<file path="config.mk">
export PLATFORM = sky130hd
export DESIGN_NAME = enc_hamming_pipe
export DESIGN_NICKNAME = d
export VERILOG_FILES = /design/src/rtl/enc_dec_pkg.sv /design/src/rtl/enc_hamming_calc.sv /design/src/rtl/enc_hamming_pipe.sv
export SDC_FILE = /design/constraint.sdc
export NUM_CORES = 1
export LEC_CHECK = 0
export ABC_AREA = 0
export CAP_MARGIN = 20
export CELL_PAD_IN_SITES_DETAIL_PLACEMENT = 2
export CELL_PAD_IN_SITES_GLOBAL_PLACEMENT = 2
export CORE_MARGIN = 1
export CORE_UTILIZATION = 28
export DETAILED_ROUTE_END_ITERATION = 10
export GPL_ROUTABILITY_DRIVEN = 0
export MAX_ROUTING_LAYER = met4
export PLACE_DENSITY = 0.83
export SYNTH_ARGS = -nofsm -noshare
export SYNTH_HDL_FRONTEND = slang
export SYNTH_SLANG_ARGS = --single-unit
</file>
<file path="constraint.sdc">
create_clock -name clk -period 2.1 [get_ports clk]
set_input_delay 0.525 -clock clk [delete_from_list [all_inputs] [get_ports clk]]
set_output_delay 0.525 -clock clk [all_outputs]
set_load 0.03 [all_outputs]
</file>
<file path="src/rtl/enc_dec_pkg.sv">
// ----------------------------------------------------------------------------
// enc_dec_pkg
// Shared Hamming SECDED layout helpers for the encoder and decoder paths.
// Both sides derive parity count, codeword width and data-bit placement from
// these functions, so the two paths always agree on the layout.
//
// Codeword layout (index i = Hamming position i):
//   bit 0                : overall even parity over bits 1..CW-1
//   bits at 1,2,4,8,..   : Hamming parity bits
//   remaining positions  : data bits, ascending, data[0] at position 3
// ----------------------------------------------------------------------------
package enc_dec_pkg;

    localparam int MIN_DATA_DEPTH = 4;
    localparam int MAX_DATA_DEPTH = 64;

    // Smallest P such that 2**P >= d + P + 1.
    function automatic int par_bits(input int d);
        int p;
        p = 1;
        while ((1 << p) < (d + p + 1)) begin
            p++;
        end
        return p;
    endfunction

    // True for 1, 2, 4, 8, ... (the parity positions).
    function automatic bit is_pow2(input int i);
        return (i > 0) && ((i & (i - 1)) == 0);
    endfunction

    // Full SECDED codeword width: data + Hamming parity + overall parity.
    function automatic int cw_width(input int d);
        return d + par_bits(d) + 1;
    endfunction

    // Hamming position of data bit j (j-th non-power-of-two position >= 3).
    function automatic int data_pos(input int j);
        int n;
        n = 0;
        for (int i = 3; i < 2 * MAX_DATA_DEPTH; i++) begin
            if (!is_pow2(i)) begin
                if (n == j) begin
                    return i;
                end
                n++;
            end
        end
        return 0;
    endfunction

endpackage : enc_dec_pkg

</file>
<file path="src/rtl/enc_hamming_calc.sv">
// ----------------------------------------------------------------------------
// enc_hamming_calc
// Purely combinational Hamming SECDED encoder: scatters the data word into its
// codeword positions, builds the per-position parity XOR trees and appends the
// overall even-parity bit at index 0.
//
// Ports:
//   i_data  [DATA_DEPTH-1:0]  data word to encode
//   o_cw    [CW_WIDTH-1:0]    encoded codeword (no error injection here)
// ----------------------------------------------------------------------------
module enc_hamming_calc
    import enc_dec_pkg::*;
#(
    parameter  int DATA_DEPTH = 8,
    localparam int PAR_BITS   = par_bits(DATA_DEPTH),
    localparam int CW_WIDTH   = cw_width(DATA_DEPTH),
    localparam int POS_W      = $clog2(CW_WIDTH)
) (
    input  logic [DATA_DEPTH-1:0] i_data,
    output logic [CW_WIDTH-1:0]   o_cw
);

    logic [CW_WIDTH-1:0] w_placed;  // data scattered, parity slots still zero
    logic [PAR_BITS-1:0] w_par;     // Hamming parity bits, w_par[k] -> position 2**k
    logic [CW_WIDTH-1:0] w_body;    // codeword without the overall parity bit

    // Data placement: positions are elaboration-time constants, so this is
    // pure wiring.
    always_comb begin
        // NOTE: every always_comb output gets a full default first; any path
        // that left a bit unassigned would infer a latch.
        w_placed = '0;
        for (int j = 0; j < DATA_DEPTH; j++) begin
            w_placed[POS_W'(data_pos(j))] = i_data[j];
        end
    end

    // Parity at 2**k covers every position whose index has bit k set. Parity
    // slots in w_placed are zero, so including them in the sweep is harmless.
    always_comb begin
        w_par = '0;
        for (int k = 0; k < PAR_BITS; k++) begin
            for (int i = 1; i < CW_WIDTH; i++) begin
                if (((i >> k) & 1) == 1) begin
                    // NOTE: blocking '=' here on purpose: the accumulator must
                    // see its own previous value within the same evaluation.
                    w_par[k] = w_par[k] ^ w_placed[i];
                end
            end
        end
    end

    always_comb begin
        w_body = w_placed;
        for (int k = 0; k < PAR_BITS; k++) begin
            w_body[POS_W'(1 << k)] = w_par[k];
        end
    end

    // Bit 0 makes the whole codeword even parity.
    assign o_cw = {w_body[CW_WIDTH-1:1], ^w_body[CW_WIDTH-1:1]};

endmodule : enc_hamming_calc

</file>
<file path="src/rtl/enc_hamming_pipe.sv">
// ----------------------------------------------------------------------------
// enc_hamming_pipe
// Transmit-side Hamming SECDED encoder. Two-stage valid/ready pipeline
// (S1 = input payload, S2 = encoded codeword), one word per cycle, full
// backpressure, optional single-bit error injection per word, and a wrapping
// count of completed output handshakes.
//
// Ports:
//   clk        rising-edge clock
//   rst        synchronous active-high reset
//   in_valid   input word valid
//   in_ready   block can accept an input word (combinational)
//   in_data    data word
//   inj_en     flip one codeword bit of this word (sampled with in_data)
//   inj_pos    index of the bit to flip; >= CW_WIDTH flips nothing
//   out_valid  codeword valid
//   out_ready  downstream accepts the codeword
//   out_cw     codeword
//   word_cnt   count of completed output handshakes, wraps
// ----------------------------------------------------------------------------
module enc_hamming_pipe
    import enc_dec_pkg::*;
#(
    parameter  int DATA_DEPTH = 8,
    parameter  int CNT_WIDTH  = 16,
    localparam int CW_WIDTH   = cw_width(DATA_DEPTH),
    localparam int POS_W      = $clog2(CW_WIDTH)
) (
    input  logic                  clk,
    input  logic                  rst,
    input  logic                  in_valid,
    output logic                  in_ready,
    input  logic [DATA_DEPTH-1:0] in_data,
    input  logic                  inj_en,
    input  logic [POS_W-1:0]      inj_pos,
    output logic                  out_valid,
    input  logic                  out_ready,
    output logic [CW_WIDTH-1:0]   out_cw,
    output logic [CNT_WIDTH-1:0]  word_cnt
);

    // Stage 1: raw payload
    logic                  r_s1_v;
    logic [DATA_DEPTH-1:0] r_s1_data;
    logic                  r_s1_inj_en;
    logic [POS_W-1:0]      r_s1_inj_pos;

    // Stage 2: encoded codeword
    logic                  r_s2_v;
    logic [CW_WIDTH-1:0]   r_s2_cw;

    logic [CNT_WIDTH-1:0]  r_word_cnt;

    logic                  w_s1_adv;
    logic                  w_in_fire;
    logic                  w_s1_fire;
    logic                  w_out_fire;
    logic [CW_WIDTH-1:0]   w_enc_cw;
    logic [CW_WIDTH-1:0]   w_flip;

    // S1 may move forward whenever S2 is empty or being drained this cycle.
    // in_ready is derived combinationally from that so a full pipe still
    // streams one word per cycle without a bubble.
    assign w_s1_adv   = !r_s2_v || out_ready;
    assign in_ready   = !r_s1_v || w_s1_adv;
    assign w_in_fire  = in_valid && in_ready;
    assign w_s1_fire  = r_s1_v && w_s1_adv;
    assign w_out_fire = r_s2_v && out_ready;

    enc_hamming_calc #(
        .DATA_DEPTH (DATA_DEPTH)
    ) u_calc (
        .i_data (r_s1_data),
        .o_cw   (w_enc_cw)
    );

    // Injection mask: a single one-hot bit, or nothing when disabled or the
    // position lies beyond the codeword.
    assign w_flip = (r_s1_inj_en && (int'(r_s1_inj_pos) < CW_WIDTH))
                  ? (CW_WIDTH'(1) << r_s1_inj_pos)
                  : '0;

    // Valid flags, output codeword and counter: these define what the
    // outside world sees, so they are reset.
    always_ff @(posedge clk) begin
        if (rst) begin
            r_s1_v     <= 1'b0;
            r_s2_v     <= 1'b0;
            r_s2_cw    <= '0;
            r_word_cnt <= '0;
        end else begin
            // NOTE: non-blocking '<=' for all state so every register samples
            // pre-edge values regardless of statement order.
            if (in_ready) begin
                r_s1_v <= in_valid;
            end
            if (w_s1_adv) begin
                r_s2_v <= r_s1_v;
            end
            if (w_s1_fire) begin
                r_s2_cw <= w_enc_cw ^ w_flip;
            end
            if (w_out_fire) begin
                r_word_cnt <= r_word_cnt + CNT_WIDTH'(1);
            end
        end
    end

    // NOTE: the S1 payload is deliberately not reset; it is only ever consumed
    // under r_s1_v, so a reset term would just add fan-out on rst.
    always_ff @(posedge clk) begin
        if (w_in_fire) begin
            r_s1_data    <= in_data;
            r_s1_inj_en  <= inj_en;
            r_s1_inj_pos <= inj_pos;
        end
    end

    assign out_valid = r_s2_v;
    assign out_cw    = r_s2_cw;
    assign word_cnt  = r_word_cnt;

endmodule : enc_hamming_pipe

</file>
==> impl_results.md <==
* Status: finished, final reports clean
* CP Data Arrival Time at 1.48 ns
* Ports at 48
* Crit-path slowest cell: dlygate4sd2_1
* Fin nets at 258
* Crit path buffers/inverters at 3
* Syn Inst Count at 182
* Clk slew on worst S/H paths at 0.08 ns
* Antenna cells at 0
* Cells resized by post-CTS repair at 2
* PortBufs at 43
* Die area at 6576 µm²
* Total track usage at between 10% and 20%
* Post-Layout Inst Area at about 2400 µm²
* Post-CTS setup buffer count at 0
* Maximum clock path buffer count at 2
* Starting DRT DRC Count at 37
* DP Worst Slack at -0.1691 ns
* Min setup slack post-route at between 0.09 and 0.1 ns
* Initial antenna violation count at 0
* Syn Nets at 200
* Total CTS buffers at 5
* Post-Route WL at 4469 µm
* Pins over their slew limit at 0
* Vias per inst at 4.797
* Most frequent cells in the layout: clkdlybuf4s50_1, nor2_1, dfxtp_1, xnor2_1, buf_4
* Tmin final at between 2 and 2.5 ns
* Synth unique cells at 37
* Top Family by Delay on Critical Path: buffers and inverters
* Die height at about 80 µm
* Wirelength per Cell at 14.14 µm
* Layout area overhead at 39.57%
* Row count at 28
* Synth Register Bits at 40
* Worst Hold Class: reg -> reg
* Internal reg-to-reg setup slack at 0.23 ns
* Worst path depth at 5
* Pwr Density at 617.9 nW/µm²
* H-Tree Depth at 2
* Slew @ Worst Pin at 0.4752 ns
* Crit path to: in_ready
* Crit end category: output port
* Max stage delay on crit path at 0.27 ns
* Clock sink total at 40
* Post-route ant nets at 0
* FF-to-FF End: word_cnt[14]$_SDFFE_PP0P_
* Total number of vias at 1516
* DP Cell Count at 308
* Die W at a little over 80 µm
* Sequential share of the synthesized area at 50.86%
* RSZ-0062 raised after global routing: no
* Reg2reg start: word_cnt[0]$_SDFFE_PP0P_
* Max-slew headroom at about two thirds
* Worst path required time at 1.57 ns
* Synth warn at 0
* GRT overflow at 0
* DRC violations left at 0
* Max-Cap Viols at 0
* CTS Root Cell: clkbuf_8
* Non-Filler Instances at 316
* Max VDD drop at 0.3316 mV
* CTS tree: yes
* Leak Pwr at approximately 0.8 nW
* Endpoints failing setup at 0
* HPWL after detailed placement at 3427 µm
* Pre-Repair DR Iteration Count at 4
* First-pass GRT wire length at ~7500 µm
* Placed cell area at 2362 µm²
* Crit path launch type: primary input
* Vias in the first global route at 1552
* Clock Latency Late Sink at between 0.2 and 0.3 ns
* Worst Hold Depth at 2
* Commonest non-fill, non-tap cell in the layout: clkdlybuf4s50_1
* Hold Vio Cnt, Final at 0
* Fmax at 499.8 MHz
* Utilization after layout at between 40% and 50%
* Crit path from: out_ready
* Final Skew at 0.004737 ns
* Critical path type: in -> out
* Period Utilization, post-route at 95.28%
* Largest net degree at the start of global routing at 24
* Critical Path Most Common Cell: buf_4
* Area of the core at 5991 µm²
* Crit path cell chain: dlygate4sd2_1 > buf_4 > and2b_2 > nand2_1 > buf_4
* Layout cells sized above 1 at 11.62%
* R2R depth at 5
* Initial Util at a little under 30%
* Mapped Area at 1752 µm²
* Hold-fix buffers, CTS at 0
* Syn_area_per_cell at 9.625 µm²
* CP Max Fanout at 6
worst min path at each step:
stage	endpoint	startpoint
after global routing	word_cnt[1]$_SDFFE_PP0P_	word_cnt[1]$_SDFFE_PP0P_
after CTS	word_cnt[1]$_SDFFE_PP0P_	word_cnt[1]$_SDFFE_PP0P_
after detailed placement	word_cnt[1]$_SDFFE_PP0P_	word_cnt[1]$_SDFFE_PP0P_
after global placement	out_cw[12]$_SDFFE_PP0P_	out_cw[12]$_SDFFE_PP0P_
final	word_cnt[1]$_SDFFE_PP0P_	word_cnt[1]$_SDFFE_PP0P_
after floorplan	out_valid$_SDFFE_PP0P_	r_s1_v$_SDFFE_PP0P_
stage by stage:
step | total power, mW | setup TNS (ns) | hold WS, ns
CTS | 1.535 | 0 | 0.5132
finish | 1.511 | 0 | 0.5046
floorplan | 0.9563 | 0 | 0.5032
global route | 1.578 | 0 | 0.5343
global placement | 1.035 | -1.712 | 0.4748
detailed placement | 1.045 | -2.176 | 0.5024
cells in the mapped netlist:
cell type | n | area [µm²]
buf_2 | 2 | 10.01
nand2_1 | 11 | 41.29
nor2_1 | 31 | 116.4
nor2b_1 | 7 | 43.79
xor2_1 | 6 | 52.55
a31o_2 | 2 | 17.52
nand4b_1 | 1 | 8.760
ha_1 | 1 | 12.51
and2_1 | 2 | 12.51
edfxtp_1 | 9 | 270.3
clkbuf_1 | 1 | 3.750
inv_1 | 5 | 18.77
or3_1 | 2 | 12.51
a21oi_1 | 7 | 35.03
nor4_2 | 1 | 12.51
nor4_1 | 2 | 12.51
xnor2_1 | 16 | 140.1
a32oi_1 | 1 | 8.760
a22oi_1 | 3 | 22.52
nand3b_1 | 1 | 7.510
dfxtp_1 | 31 | 620.6
buf_1 | 2 | 7.510
nand4_1 | 4 | 25.02
o21ai_0 | 3 | 15.01
or4_1 | 1 | 7.510
a211oi_1 | 8 | 60.06
nor3b_1 | 1 | 7.510
nand3_4 | 1 | 17.52
nor3_1 | 4 | 20.02
and3_1 | 1 | 6.260
mux2_2 | 2 | 22.52
and4_1 | 1 | 8.760
nand2b_1 | 2 | 12.51
nand3_1 | 7 | 35.03
and2b_1 | 1 | 7.510
nor4b_1 | 1 | 8.760
mux2i_1 | 1 | 10.01
flip-flops by register name, indices dropped and copies added (netlist names):
register      flops
r_s1_inj_en       1
out_valid         1
out_cw           13
r_s1_data         4
r_s1_inj_pos      4
r_s1_v            1
word_cnt         16
metal layers:
layer  wire [µm]  part of all wire, %  up-vias  track usage, %
met2        2159                   48       29           25.97
met1        2134                   48      736           18.51
li1            -                    -      746               -
met3         126                  2.8        5           3.034
met5           0                    0        -               -
met4          48                  1.1        0           3.750
cell type report:
class                           instances  area (µm²)
Clock buffer                            5       68.82
Clock inverter                          3       13.76
Fill cell                             674        3546
Inverter                                5       18.77
Multi-Input combinational cell        132       822.0
Sequential cell                        40       890.9
Tap cell                               75       93.84
Timing Repair Buffer                   56       536.8
cell families (layout without fill, tap and decap cells):
| logic type | count (synthesis) | count (layout) | share of synthesized area [%] |
|---|---|---|---|
| XOR/XNOR | 22 | 22 | 11.00 |
| buffers and inverters | 10 | 69 | 2.286 |
| AND/OR/NAND/NOR | 82 | 82 | 24.21 |
| AO/OA/AOI/OAI | 24 | 24 | 9.071 |
| adder cells (fa/ha/maj) | 1 | 1 | 0.7142 |
| flip-flops | 40 | 40 | 50.86 |
| multiplexers | 3 | 3 | 1.857 |
power breakdown:
part | internal (mW) | switching (mW)
logic | 0.0895 | 0.0953
registers | 0.813 | 0.0252
clock network | 0.226 | 0.262
worst min-delay path: stages, from the launching register on:
cell,delay (ns)
dfxtp_1,0.34
nand2_1,0.06
a21oi_1,0.06
(Power assumes the default switching activity.)
